==> src/rtl/puf_scan_driver.sv <==
// Host-side PUF scan-chain controller: serially loads two 128-bit challenges on PH1/PH2,
// pulses Trig, then unloads and assembles the upper/lower responses.
module puf_scan_driver #(
  parameter int unsigned PH_DIV      = 2,
  parameter int unsigned TRIG_CYCLES = 8
) (
  input  logic         clk,
  input  logic         reset_n,
  input  logic         start,
  input  logic [127:0] challenge_a,
  input  logic [127:0] challenge_b,
  output logic         busy,
  output logic         done,
  output logic [127:0] response_up,
  output logic [127:0] response_down,
  output logic         PH1,
  output logic         PH2,
  output logic         CA_SI,
  output logic         CB_SI,
  output logic         Ph_En,
  output logic         OutEn,
  output logic         Trig,
  input  logic         SO_Up,
  input  logic         SO_Down
);

  localparam int unsigned CHAL_BITS = 128;
  localparam int unsigned BIT_W     = 7;
  localparam int unsigned DIV_W     = (PH_DIV > 1) ? $clog2(PH_DIV) : 1;
  localparam int unsigned TRG_W     = (TRIG_CYCLES > 1) ? $clog2(TRIG_CYCLES) : 1;
  localparam logic [DIV_W-1:0] DIV_LAST = DIV_W'(PH_DIV - 1);
  localparam logic [TRG_W-1:0] TRG_LAST = TRG_W'(TRIG_CYCLES - 1);
  localparam logic [BIT_W-1:0] BIT_LAST = BIT_W'(CHAL_BITS - 1);

  typedef enum logic [2:0] {
    S_IDLE    = 3'd0,
    S_LOAD    = 3'd1,
    S_TRIG_HI = 3'd2,
    S_TRIG_LO = 3'd3,
    S_UNLOAD  = 3'd4,
    S_DONE    = 3'd5
  } state_t;

  state_t             r_state;
  state_t             w_state_nxt;
  logic [DIV_W-1:0]   r_div;
  logic [1:0]         r_slot;
  logic [BIT_W-1:0]   r_bit;
  logic [TRG_W-1:0]   r_tcnt;
  logic [127:0]       r_sha;
  logic [127:0]       r_shb;

  logic w_scan, w_div_wrap, w_period_end, w_scan_end, w_trig_end, w_sample;
  logic w_busy, w_done, w_ph1, w_ph2, w_ca, w_cb, w_ph_en, w_out_en, w_trig;

  assign w_scan       = (r_state == S_LOAD) || (r_state == S_UNLOAD);
  assign w_div_wrap   = (r_div == DIV_LAST);
  assign w_period_end = w_scan && w_div_wrap && (r_slot == 2'd3);
  assign w_scan_end   = w_period_end && (r_bit == BIT_LAST);
  assign w_trig_end   = (r_tcnt == TRG_LAST);
  // Last cycle of slot0 as seen on the registered pins: PH1 rises on this edge.
  assign w_sample     = (r_state == S_UNLOAD) && (r_slot == 2'd1) && (r_div == DIV_W'(0));

  always_ff @(posedge clk or negedge reset_n) begin
    if (!reset_n) r_state <= S_IDLE;
    else          r_state <= w_state_nxt;
  end

  // Next state and next values of the pin registers.
  always_comb begin
    w_state_nxt = r_state;
    w_busy      = 1'b0;
    w_done      = 1'b0;
    w_ph1       = 1'b0;
    w_ph2       = 1'b0;
    w_ca        = 1'b0;
    w_cb        = 1'b0;
    w_ph_en     = 1'b0;
    w_out_en    = 1'b0;
    w_trig      = 1'b0;
    case (r_state)
      S_IDLE:    if (start) w_state_nxt = S_LOAD;
      S_LOAD:    if (w_scan_end) w_state_nxt = S_TRIG_HI;
      S_TRIG_HI: if (w_trig_end) w_state_nxt = S_TRIG_LO;
      S_TRIG_LO: if (w_trig_end) w_state_nxt = S_UNLOAD;
      S_UNLOAD:  if (w_scan_end) w_state_nxt = S_DONE;
      S_DONE:    w_state_nxt = S_IDLE;
      default:   w_state_nxt = S_IDLE;
    endcase
    w_busy   = (r_state != S_IDLE);
    w_done   = (r_state == S_DONE);
    w_ph1    = w_scan && (r_slot == 2'd1);
    w_ph2    = w_scan && (r_slot == 2'd3);
    w_ph_en  = (r_state == S_LOAD);
    w_ca     = w_ph_en && r_sha[0];
    w_cb     = w_ph_en && r_shb[0];
    w_out_en = (r_state == S_UNLOAD);
    w_trig   = (r_state == S_TRIG_HI);
  end

  // Scan timing counters and challenge shift registers.
  always_ff @(posedge clk or negedge reset_n) begin
    if (!reset_n) begin
      r_div  <= '0;
      r_slot <= '0;
      r_bit  <= '0;
      r_tcnt <= '0;
      r_sha  <= '0;
      r_shb  <= '0;
    end else begin
      if ((r_state == S_IDLE) && start) begin
        r_sha <= challenge_a;
        r_shb <= challenge_b;
      end else if ((r_state == S_LOAD) && w_period_end) begin
        r_sha <= {1'b0, r_sha[127:1]};
        r_shb <= {1'b0, r_shb[127:1]};
      end
      if (w_scan) begin
        r_div <= w_div_wrap ? '0 : r_div + DIV_W'(1);
        if (w_div_wrap)   r_slot <= r_slot + 2'd1;
        if (w_period_end) r_bit  <= r_bit + BIT_W'(1);
      end else begin
        r_div  <= '0;
        r_slot <= '0;
      end
      if ((r_state == S_TRIG_HI) || (r_state == S_TRIG_LO))
        r_tcnt <= w_trig_end ? '0 : r_tcnt + TRG_W'(1);
      else
        r_tcnt <= '0;
    end
  end

  // Registered pins and response assembly.
  always_ff @(posedge clk or negedge reset_n) begin
    if (!reset_n) begin
      busy          <= 1'b0;
      done          <= 1'b0;
      PH1           <= 1'b0;
      PH2           <= 1'b0;
      CA_SI         <= 1'b0;
      CB_SI         <= 1'b0;
      Ph_En         <= 1'b0;
      OutEn         <= 1'b0;
      Trig          <= 1'b0;
      response_up   <= '0;
      response_down <= '0;
    end else begin
      busy  <= w_busy;
      done  <= w_done;
      PH1   <= w_ph1;
      PH2   <= w_ph2;
      CA_SI <= w_ca;
      CB_SI <= w_cb;
      Ph_En <= w_ph_en;
      OutEn <= w_out_en;
      Trig  <= w_trig;
      if (w_sample) begin
        response_up[r_bit]   <= SO_Up;
        response_down[r_bit] <= SO_Down;
      end
    end
  end

endmodule

==> config.mk <==
export PLATFORM = sky130hd
export DESIGN_NAME = puf_scan_driver
export DESIGN_NICKNAME = d
export VERILOG_FILES = /design/src/rtl/puf_scan_driver.sv
export SDC_FILE = /design/constraint.sdc
export NUM_CORES = 1
export LEC_CHECK = 0
export BUFFER_PORTS_ARGS = -buffer_cell sky130_fd_sc_hd__clkbuf_2
export CAP_MARGIN = 10
export CORE_MARGIN = 5
export CORE_UTILIZATION = 49
export DETAILED_ROUTE_END_ITERATION = 12
export GPL_ROUTABILITY_DRIVEN = 0
export PLACE_DENSITY = 0.83
export REMOVE_ABC_BUFFERS = 1
export SYNTH_ARGS = -nofsm -noshare
export SYNTH_HDL_FRONTEND = slang
export SYNTH_SLANG_ARGS = --single-unit
==> constraint.sdc <==
create_clock -name clk -period 2 [get_ports clk]
set_clock_uncertainty 0.05 [all_clocks]
set_input_delay 0.6 -clock clk [delete_from_list [all_inputs] [get_ports clk]]
set_output_delay 0.6 -clock clk [all_outputs]
set_load 0.1 [all_outputs]
==> results of run 1 <==
## layout make-up
| type | instances | area (um2) | area share |
|---|---|---|---|
| repair buffers | 647 | 5020 | 0.170 |
| flip-flops and latches | 537 | 13400 | 0.454 |
| well taps | 600 | 751 | 0.0253 |
| multi-input cells | 987 | 8680 | 0.293 |
| clock buffers | 79 | 1520 | 0.0515 |
| inverters | 2 | 7.51 | 0.000253 |
| clock inverters | 18 | 188 | 0.00634 |
## kinds of logic after synthesis
group / count (synthesis)
adder cells (fa/ha/maj): 5
multiplexers: 258
flip-flops: 537
XOR/XNOR: 9
buffers and inverters: 164
AO/OA/AOI/OAI: 263
AND/OR/NAND/NOR: 451
## final timing paths
kind | startpoint | depth (start not counted) | endpoint | slack (ns)
max in group asynchronous | reset_n | 3 | response_down[67] | 0.59
min reg2reg | r_tcnt[0] | 1 | r_tcnt[0] | 0.39
min | challenge_a[127] | 3 | r_sha[127] | 0.20
min in group asynchronous | reset_n | 2 | response_down[94] | 0.50
max reg2reg | r_state[1] | 6 | response_down[4] | 0
max | response_down[65] | 1 | response_down[65] | -0.01
## per-layer routing
metal / track usage / wire, um
met1: 0.347 / 27800
met2: 0.422 / 34700
met3: 0.0544 / 6450
met4: 0.102 / 3240
met5: 0.00759 / 57
## what timing repair did
item,4_1_cts,5_1_grt
cloned,1,13
gates resized for setup,280,99
hold buffers,1,0
pin swaps,3,7
hold endpoints to repair,19,0
buffers inserted,4,14
endpoints found under the setup margin,310,347
## through the flow
step                hold slack (ns)  utilization
floorplan                     0.254            -
global placement              0.381        0.581
global route                  0.185        0.651
detailed placement            0.385        0.581
CTS                           0.167        0.638
finish                        0.200        0.651
## sequential cells by signal, indices dropped and copies added, names as in the netlist, 2 cells and up
signal / cells
r_state: 3
response_down: 128
response_up: 128
r_bit: 7
r_shb: 128
r_sha: 128
r_slot: 2
r_tcnt: 3
## power by group through the flow
| stage | Combinational [mW] | Sequential (mW) | Clock, mW |
|---|---|---|---|
| 2_1_floorplan | 0.431 | 13.3 | 0 |
| 3_3_place_gp | 3.01 | 11.8 | 0 |
| 3_5_place_dp | 3.06 | 11.8 | 0 |
| 4_1_cts | 3.19 | 11.6 | 10.0 |
| 5_1_grt | 3.34 | 11.7 | 10.5 |
| 6_report | 3.21 | 11.7 | 9.96 |
## synth_stat cells (all sizes together)
| master | instances |
|---|---|
| and4bb | 1 |
| a22oi | 1 |
| or4 | 1 |
| xor2 | 7 |
| nand3b | 1 |
| ha | 5 |
| o21bai | 1 |
| nor2b | 1 |
| and4b | 5 |
| or3 | 1 |
| o211ai | 2 |
| buf | 72 |
| o21ai | 4 |
| nand4 | 3 |
| nor3 | 6 |
| nand2b | 1 |
| and3 | 23 |
| a21oi | 2 |
| a221o | 252 |
| dfrtp | 537 |
| nor4bb | 7 |
| nand3 | 109 |
| and2 | 259 |
| nor4 | 3 |
| nor3b | 5 |
| o221ai | 1 |
| mux2 | 258 |
| xnor2 | 2 |
| or2 | 1 |
| or4b | 1 |
| and4 | 1 |
| nor4b | 8 |
| inv | 2 |
| clkbuf | 90 |
| nand2 | 11 |
| nor2 | 3 |
==> impl_summary.txt, run 1 <==
----------------------------------------------------
[Worst setup path]
  Worst path bufs/invs ... 1
  Data required time of the critical path ... 1.35 ns
  Kind of cell adding the most delay to the critical path ... flip-flops
  CP cell instances ... clkbuf_4
  Endpoint class of the critical path ... output port
  Critical-path top delay cell ... sky130_fd_sc_hd__dfrtp_1
  Startpoint kind of the worst setup timing path ... register
  Maximum fanout count along the critical path ... 2
  CP max stage delay ... 0.40 ns
  Arrival time of data at the critical path endpoint ... 1.36 ns
  Critical Setup Path Class ... reg2out

[Synthesis]
  Number of warnings printed during yosys synthesis ... 0
  Netlist cell types ... 43
  Post-synth top area cell ... sky130_fd_sc_hd__dfrtp_1
  Post-Synthesis Cell Area ... 22600 um2
  Compound-Gate Fraction of Synth Area ... 0.115
  Share of synthesized area spent on multiplexers ... 0.129
  Cells after synthesis ... 1687
  Adder-cell share of the synthesized area ... 0.00277
  Simple-gate share of the synthesized area ... 0.124
  Dominant combinational cell family by area after synthesis ... multiplexers
  Parity-gate share of the synthesized area counting xor and xnor cells ... 0.00349
  Area contributors post-synth ... sky130_fd_sc_hd__dfrtp_1 (59%), sky130_fd_sc_hd__mux2_2 (13%), sky130_fd_sc_hd__a221o_1 (11%)
  Post-synthesis average cell area ... around 13 um2
  Sequential-to-total area share from yosys stat ... 0.595
  Portion of synthesized cell area occupied by the leading cell type ... 0.595
  Register bit total from synthesis ... 537

[Timing]
  Final setup fails ... 3
  Final min period ... slightly above 2 ns
  Final hold violation count ... 0
  Worst setup margin ... -0.0112 ns
  RSZ-0062 raised after global routing ... true
  Final worst-path cycle share ... 1.01
  Maximum clock frequency ... 0.497 GHz
  Summed negative setup slack over all endpoints ... -0.0155 ns
  Pins over their slew limit ... 0
  Transition time at the pin with the least slew margin ... 0.522 ns
  Worst relative slew slack ... 0.650

[Die]
  Count of boundary I/O pins ... 526
  Area of the die ... 50500 um2
  DIE HEIGHT ... 225 um
  Core Area ... 45500 um2
  Row Count ... 78
  Starting density of the core ... 0.497
  Horizontal extent of the die ... 225 um

[Clock network]
  Number of buffers created by CTS ... 53
  CTS HTree Levels ... 2
  Clock latency of the later-clocked register in the worst-skew pair ... between 0.5 and 0.6 ns
  Num Clock Sinks ... 537
  CTS max path bufs ... 3
  TritonCTS clock tree ... yes
  CTS clock-pin slew for the worst setup and hold paths ... 0.06 ns
  Root Buffer Master ... sky130_fd_sc_hd__clkbuf_16

[Cells and area]
  Filler instances ... 3004
  Area delta synth->final ... 31.1%
  Nets ... ~2500
  Cell area after layout ... between 20000 and 30000 um2
  Most frequent cells in the layout ... sky130_fd_sc_hd__dfrtp_1 (536), sky130_fd_sc_hd__mux2_2 (258), sky130_fd_sc_hd__and2_1 (257), sky130_fd_sc_hd__clkbuf_2 (257), sky130_fd_sc_hd__a221o_1 (252)
  Share of final-layout standard cells stronger than drive strength 1 ... 0.456
  Antenna diode count ... 0
  Final Instance Count excl. Fillers ... 2870
  Most common cell after layout, fill and taps aside ... sky130_fd_sc_hd__dfrtp_1

[Pwr]
  Relative contribution of sequential cells to total power ... 0.470
  Clock power frac ... 0.401
  Cell internal pwr ... 17.9 mW
  Pwr dens ... 839 nW/um2
  Worst supply voltage drop on vdd ... ~0.85 mV
  Power Total ... 24.9 mW
  Static leakage power ... 14.0 nW
  Switching share of power ... 0.281
  Comb pwr share ... 0.129
  Net switching power ... 6.98 mW

[GRT]
  Wire length of the first global-routing pass ... 105 mm
  Grt ovf ... 0
  Maximum number of pins on one net before global-route repair ... around 110
  Via count of the first global-routing pass ... 17900
  Antenna violations before repair ... 0
  All-Layer GR Usage ... 0.260

[Place]
  Placed cell area ... 26400 um2
  Post-Place Cells ... 2740
  Post-DP HPWL ... 44.7 mm
  Worst setup slack before clock tree synthesis ... -0.0371 ns
  Number of input and output port buffers inserted ... 525

[Route]
  Number of DRC violations after detailed-routing iteration 0 ... 1687
  Total via count after detailed routing ... 17600
  Router iterations before antenna repair ... 6
  Avg Vias per Cell ... 6.12
  Count of antenna-violating nets left after detailed routing ... 0
  Avg WL per Cell ... roughly 25 um
  Routed WL ... 72.2 mm
  Post-route DRC violation count ... 0

[Run status]
  Failing checks ... setup timing
  Status ... finished, violations left

[Min path]
  Worst Hold Class ... in2reg

[Job]
  Maximum capacitance violations ... 0

----------------------------------------------------
(Power assumes the default switching activity.)
==> run 2, diff against run 1 <==
--- a/config.mk
+++ b/config.mk
@@ -12,7 +12,6 @@
 export DETAILED_ROUTE_END_ITERATION = 12
 export GPL_ROUTABILITY_DRIVEN = 0
 export PLACE_DENSITY = 0.83
-export REMOVE_ABC_BUFFERS = 1
 export SYNTH_ARGS = -nofsm -noshare
 export SYNTH_HDL_FRONTEND = slang
 export SYNTH_SLANG_ARGS = --single-unit
==> run 2 against run 1 <==
The flow now finishes without violations. Die area did not move. Critical path depth is the same. Critical endpoint is now response_up[100]. Largest cell class unchanged. Largest power group unchanged. Core utilization rose by 0.16 points.
==> impl_summary.txt, run 2 (same netlist as run 1, synthesis figures left out) <==
----------------------------------------------------
[Cells and area]
  Area of the multi-input gates ... 8580 um2 (-1.2%)
  Area delta synth->final ... 31.4%
  Most frequent cells in the layout ... sky130_fd_sc_hd__dfrtp_1 (536), sky130_fd_sc_hd__and2_1 (258), sky130_fd_sc_hd__mux2_2 (258), sky130_fd_sc_hd__clkbuf_2 (257), sky130_fd_sc_hd__a221o_1 (252)
  Area used by sequential logic in the layout ... 13400 um2 (unchanged)
  Final Instance Count excl. Fillers ... 2865 (-0.17%)
  Share of final-layout standard cells stronger than drive strength 1 ... 0.453 (-0.00325)
  Filler instances ... 3075 (+2.4%)
  Most common cell after layout, fill and taps aside ... sky130_fd_sc_hd__dfrtp_1
  Nets ... 2484 (-0.40%)
  Finished Core Util ... 0.653 (+0.00157)

[Timing]
  Worst relative slew slack ... 0.592 (-0.0580)
  Final hold violation count ... 0 (unchanged)
  Pins over their slew limit ... 0 (unchanged)
  Maximum clock frequency ... 0.507 GHz (+2.0%)
  Worst Hold Margin ... 0.192 ns (-0.00751 ns)
  Final worst-path cycle share ... 0.986 (-0.0199)
  Final setup fails ... 0 (-3)
  Final min period ... 1.97 ns (-0.0399 ns)
  Transition time at the pin with the least slew margin ... 0.611 ns (+0.0892 ns)
  Summed negative setup slack over all endpoints ... 0 ns (+0.0155 ns)
  RSZ-0062 raised after global routing ... true

[GRT]
  Antenna violations before repair ... 4 (+4)
  Most utilized layer in the global route result ... met2
  Via count of the first global-routing pass ... 17900 (-0.33%)
  Grt ovf ... 0 (unchanged)
  Global-route track usage on met1 ... 0.336 (-0.0108)
  Met2 track demand over resource in global routing ... 0.426 (+0.00419)
  GR Util met3 ... 0.0532 (-0.00117)
  Wire length of the first global-routing pass ... 104 mm (-1.1%)
  Maximum number of pins on one net before global-route repair ... 129 (+18%)
  All-Layer GR Usage ... 0.256 (-0.00400)

[Worst setup path]
  Data required time of the critical path ... 1.35 ns (about the same)
  Kind of cell adding the most delay to the critical path ... flip-flops
  CP max stage delay ... 0.38 ns (-0.02 ns)
  Endpoint class of the critical path ... output port
  Worst path bufs/invs ... 1 (unchanged)
  Startpoint kind of the worst setup timing path ... register
  Critical-path top delay cell ... sky130_fd_sc_hd__dfrtp_1
  CP cell instances ... clkbuf_4
  Arrival time of data at the critical path endpoint ... 1.32 ns (-0.04 ns)
  Critical Setup Path Class ... reg2out
  Maximum fanout count along the critical path ... 2 (unchanged)

[Route]
  Post-route DRC violation count ... 0 (unchanged)
  Router iterations before antenna repair ... 5 (-1)
  Avg Vias per Cell ... 6.03 (-1.5%)
  Avg WL per Cell ... 24.1 um (-4.1%)
  Routed WL ... 69.2 mm (-4.2%)
  Count of antenna-violating nets left after detailed routing ... 0 (unchanged)
  Number of DRC violations after detailed-routing iteration 0 ... 1571 (-6.9%)
  Total via count after detailed routing ... 17300 (-1.7%)

[Clock network]
  Clock latency of the later-clocked register in the worst-skew pair ... 0.59 ns (about the same)
  Root Buffer Master ... sky130_fd_sc_hd__clkbuf_16
  CTS clock-pin slew for the worst setup and hold paths ... 0.07 ns (about the same)
  CTS HTree Levels ... 2 (unchanged)
  CTS max path bufs ... 3 (unchanged)
  Number of buffers created by CTS ... 52 (-1.9%)
  TritonCTS clock tree ... yes
  Num Clock Sinks ... 537 (unchanged)

[Die]
  Area of the die ... 50500 um2 (unchanged)
  Row Count ... 78 (unchanged)
  Starting density of the core ... 0.497 (unchanged)
  Horizontal extent of the die ... 225 um (unchanged)
  Core Area ... 45500 um2 (unchanged)
  Count of boundary I/O pins ... 526 (unchanged)
  DIE HEIGHT ... 225 um (unchanged)

[Place]
  Post-DP HPWL ... 44.2 mm (-1.0%)
  Post-Place Cells ... 2738 (-0.073%)
  Number of input and output port buffers inserted ... 525 (unchanged)

[Pwr]
  Pwr dens ... 864 nW/um2 (+3.0%)
  Power Total ... 25.7 mW (+3.2%)
  Static leakage power ... 14.1 nW (+0.73%)
  Worst supply voltage drop on vdd ... 0.727 mV (-14%)

[Min path]
  Worst Hold Class ... in2reg

[Job]
  Maximum capacitance violations ... 0 (unchanged)

[Synthesis]
  Syn nets ... 1953

[Run status]
  Status ... complete, no violations

----------------------------------------------------
-- run 2: final timing paths --
path	slack, ns	cells after the start	end	from
max	0.03	1	response_up[100]	response_up[100]
min	0.19	3	r_shb[127]	challenge_b[127]
max reg2reg	0.04	6	response_up[121]	r_slot[1]
min reg2reg	0.40	1	r_tcnt[0]	r_tcnt[0]
max in group asynchronous	0.65	3	response_up[55]	reset_n
min in group asynchronous	0.53	2	response_down[82]	reset_n
-- run 2: metal layers --
| metal | share of wire | routed length (um) |
|---|---|---|
| met5 | 0.00039 | 27 |
| met4 | 0.041 | 2830 |
| met3 | 0.079 | 5480 |
| met2 | 0.49 | 34000 |
| met1 | 0.39 | 26800 |
-- run 2: through the flow --
step	setup slack (ns)	area, um2
floorplan	0.101	22600
global placement	0.0536	26400
detailed placement	-0.0146	26400
CTS	0.000656	29200
global route	-0.0360	29700
finish	0.0287	29700
-- run 2: cell type report --
type | instances | share of cell area
sequential | 537 | 0.453
multi-input combinational | 987 | 0.289
timing repair buffer | 638 | 0.168
clock buffer | 71 | 0.0527
tap | 600 | 0.0253
clock inverter | 27 | 0.0118
inverter | 2 | 0.000253
antenna | 3 | 0.000253
-- run 2: what timing repair did --
| action | in CTS | in global routing |
|---|---|---|
| setup endpoints to repair | 280 | 352 |
| hold buffers | 1 | 0 |
| pin swaps | 0 | 5 |
| gates resized for setup | 284 | 62 |
| buffers inserted | 0 | 8 |
| hold endpoints to repair | 29 | 0 |
| cloned | 0 | 17 |
-- run 2: where the power goes --
group          leakage, nW  internal (mW)  switching, mW
combinational         6.44          0.883           2.32
clock                0.930           6.41           4.37
sequential            6.71           11.3          0.339
total                 14.1           18.6           7.03
==> run 3, diff against run 2 <==
--- a/config.mk
+++ b/config.mk
@@ -12,6 +12,7 @@
 export DETAILED_ROUTE_END_ITERATION = 12
 export GPL_ROUTABILITY_DRIVEN = 0
 export PLACE_DENSITY = 0.83
+export SETUP_SLACK_MARGIN = 0.05
 export SYNTH_ARGS = -nofsm -noshare
 export SYNTH_HDL_FRONTEND = slang
 export SYNTH_SLANG_ARGS = --single-unit
==> run 3 against run 2 <==
Sequential share of layout area shrank 3.2 points. Largest cell class unchanged. Count of clock-buffer cells in the layout is the same. Global-route usage grew 2.8 points. The flow now finishes with violations (setup timing). Hold slack gained 0.00095 ns. Worst setup slack lost 0.053 ns. Wire length grew 17%. Highest routed layer unchanged. Critical endpoint is now response_down[38]. Cell count grew 1.7%. Combinational power grew 7.5%. Critical path type is now reg2reg. Largest power group unchanged.
==> impl_summary.txt, run 3 (same netlist as run 1, synthesis figures left out) <==
----------------------------------------------------
[Cells and area]
  Area delta synth->final ... 41.7%
  Most frequent cells in the layout ... sky130_fd_sc_hd__dfrtp_1 (526), sky130_fd_sc_hd__and2_1 (257), sky130_fd_sc_hd__clkbuf_2 (257), sky130_fd_sc_hd__a221o_1 (252), sky130_fd_sc_hd__mux2_2 (250)
  Area of the multi-input gates ... 8820 um2 (+2.8%)
  Most common cell after layout, fill and taps aside ... sky130_fd_sc_hd__dfrtp_1
  Filler instances ... 2742 (-11%)
  Share of final-layout standard cells stronger than drive strength 1 ... 0.485 (+0.0317)
  Area used by sequential logic in the layout ... 13500 um2 (about the same)
  Finished Core Util ... 0.704 (+0.0511)
  Nets ... 2532 (+1.9%)

[Clock network]
  CTS max path bufs ... 3 (unchanged)
  TritonCTS clock tree ... yes
  Root Buffer Master ... sky130_fd_sc_hd__clkbuf_16
  Clock latency of the later-clocked register in the worst-skew pair ... 0.59 ns (about the same)
  Number of buffers created by CTS ... 52 (unchanged)
  Num Clock Sinks ... 537 (unchanged)
  CTS clock-pin slew for the worst setup and hold paths ... 0.07 ns (about the same)
  CTS HTree Levels ... 2 (unchanged)

[Timing]
  Final hold violation count ... 0 (unchanged)
  Worst setup margin ... -0.0245 ns (-0.0533 ns)
  Maximum clock frequency ... 0.494 GHz (-2.6%)
  Worst relative slew slack ... 0.584 (-0.00875)
  Final worst-path cycle share ... 1.01 (+0.0266)
  Final min period ... 2.02 ns (+0.0533 ns)
  RSZ-0062 raised after global routing ... true
  Summed negative setup slack over all endpoints ... -0.0829 ns (-0.0829 ns)
  Final setup fails ... 11 (+11)
  Transition time at the pin with the least slew margin ... 0.625 ns (+0.0131 ns)
  Pins over their slew limit ... 0 (unchanged)

[Place]
  Number of input and output port buffers inserted ... 525 (unchanged)
  Post-DP HPWL ... 44.2 mm (unchanged)
  Worst setup slack before clock tree synthesis ... -0.0146 ns (unchanged)

[Route]
  Avg WL per Cell ... 27.8 um (+15%)
  Routed WL ... 80.9 mm (+17%)
  Avg Vias per Cell ... 6.24 (+3.6%)
  Number of DRC violations after detailed-routing iteration 0 ... 1873 (+19%)
  Count of antenna-violating nets left after detailed routing ... 0 (unchanged)
  Total via count after detailed routing ... 18200 (+5.3%)
  Router iterations before antenna repair ... 5 (unchanged)
  Post-route DRC violation count ... 0 (unchanged)

[Worst setup path]
  Maximum fanout count along the critical path ... 10 (+8)
  Critical Setup Path Class ... reg2reg
  Arrival time of data at the critical path endpoint ... 2.45 ns (+1.13 ns)
  Critical-path top delay cell ... sky130_fd_sc_hd__dfrtp_1
  Data required time of the critical path ... 2.42 ns (+1.07 ns)
  CP max stage delay ... 0.39 ns (about the same)
  CP cell instances ... inv_2 > ha_4 > nor4bb_4 > buf_4 > buf_6 > buf_12 > nand3_1 > mux2_2
  Endpoint class of the critical path ... register
  Kind of cell adding the most delay to the critical path ... buffers and inverters
  Worst path bufs/invs ... 4 (+3)
  Startpoint kind of the worst setup timing path ... register

[Die]
  Core Area ... 45500 um2 (unchanged)
  Count of boundary I/O pins ... 526 (unchanged)
  Starting density of the core ... 0.497 (unchanged)
  Horizontal extent of the die ... 225 um (unchanged)
  Area of the die ... 50500 um2 (unchanged)
  Row Count ... 78 (unchanged)
  DIE HEIGHT ... 225 um (unchanged)

[Run status]
  Status ... finished, violations left
  Failing checks ... setup timing

[Pwr]
  Relative contribution of sequential cells to total power ... 0.449 (-0.006)
  Switching share of power ... 0.280 (+0.00602)
  Static leakage power ... 15.0 nW (+6.4%)
  Power Total ... 26.1 mW (+1.9%)
  Cell internal pwr ... 18.8 mW (+1.0%)
  Net switching power ... 7.32 mW (+4.1%)
  Clock power frac ... 0.420 (about the same)
  Worst supply voltage drop on vdd ... 0.691 mV (-5.0%)
  Comb pwr share ... 0.132 (+0.007)
  Pwr dens ... 816 nW/um2 (-5.5%)

[Synthesis]
  Syn nets ... 1953 (unchanged)

[GRT]
  Grt ovf ... 0 (unchanged)
  All-Layer GR Usage ... 0.284 (+0.0282)
  Wire length of the first global-routing pass ... 114 mm (+9.8%)
  Antenna violations before repair ... 5 (+1)
  Via count of the first global-routing pass ... 18800 (+5.1%)
  Maximum number of pins on one net before global-route repair ... 129 (unchanged)

[Job]
  Maximum capacitance violations ... 0 (unchanged)

[Min path]
  Worst Hold Class ... in2reg

----------------------------------------------------
run 3: changes by cell type in the layout (fill, tap and decap cells not counted), sizes merged:
cell and delta:
diode +1, bufbuf +2, buf +75, clkbuf -29
run 3: worst min-delay path, stage by stage:
cell and delay [ns]:
sky130_fd_sc_hd__clkbuf_2 0.09, sky130_fd_sc_hd__nand2_1 0.04, sky130_fd_sc_hd__o21ai_0 0.06
run 3: power groups by stage:
stage	Sequential, mW	Combinational (mW)	Clock (mW)
6_report	11.7	3.44	11.0
5_1_grt	11.7	3.57	11.5
4_1_cts	11.7	3.37	10.9
3_5_place_dp	11.8	3.06	0
3_3_place_gp	11.8	3.00	0
2_1_floorplan	13.3	0.486	0
run 3: worst paths after layout:
check | from | endpoint | slack [ns] | cells after the start
max reg2reg | r_slot[1] | response_down[38] | -0.02 | 8
max | r_slot[1] | response_down[38] | -0.02 | 8
max in group asynchronous | reset_n | response_up[26] | 0.65 | 3
min in group asynchronous | reset_n | response_down[82] | 0.53 | 2
min reg2reg | r_tcnt[0] | r_tcnt[0] | 0.40 | 1
min | challenge_b[127] | r_shb[127] | 0.19 | 3
run 3: cell type report:
cell class | count | share of cell area
antenna | 4 | 0.000313
clock buffer | 71 | 0.0489
clock inverter | 27 | 0.0109
inverter | 2 | 0.000234
multi-input combinational | 987 | 0.276
sequential | 537 | 0.420
tap | 600 | 0.0234
timing repair buffer | 686 | 0.220
run 3: repair_timing:
item / 4_1_cts / 5_1_grt
gates cloned: 13 / 24
hold buffers: 1 / 0
gates resized for setup: 493 / 169
setup endpoints to repair: 413 / 546
setup buffers: 19 / 17
pin swaps: 20 / 15
hold endpoints to repair: 29 / 0
run 3: layer usage:
metal | track usage | wire [um] | up-vias
met2 | 0.481 | 40300 | 1259
met4 | 0.101 | 3660 | 4
met3 | 0.0641 | 7260 | 272
met5 | 0 | 27 | -
met1 | 0.363 | 29700 | 9203
li1 | - | - | 7444
run 3: metrics by stage:
stage / instance area [um2] / hold WS, ns / std cells
2_1_floorplan: 22600 / 0.254 / 1687
3_3_place_gp: 26400 / 0.384 / 2738
3_5_place_dp: 26400 / 0.394 / 2738
4_1_cts: 30900 / 0.152 / 2869
5_1_grt: 32000 / 0.196 / 2910
6_report: 32000 / 0.193 / 2914
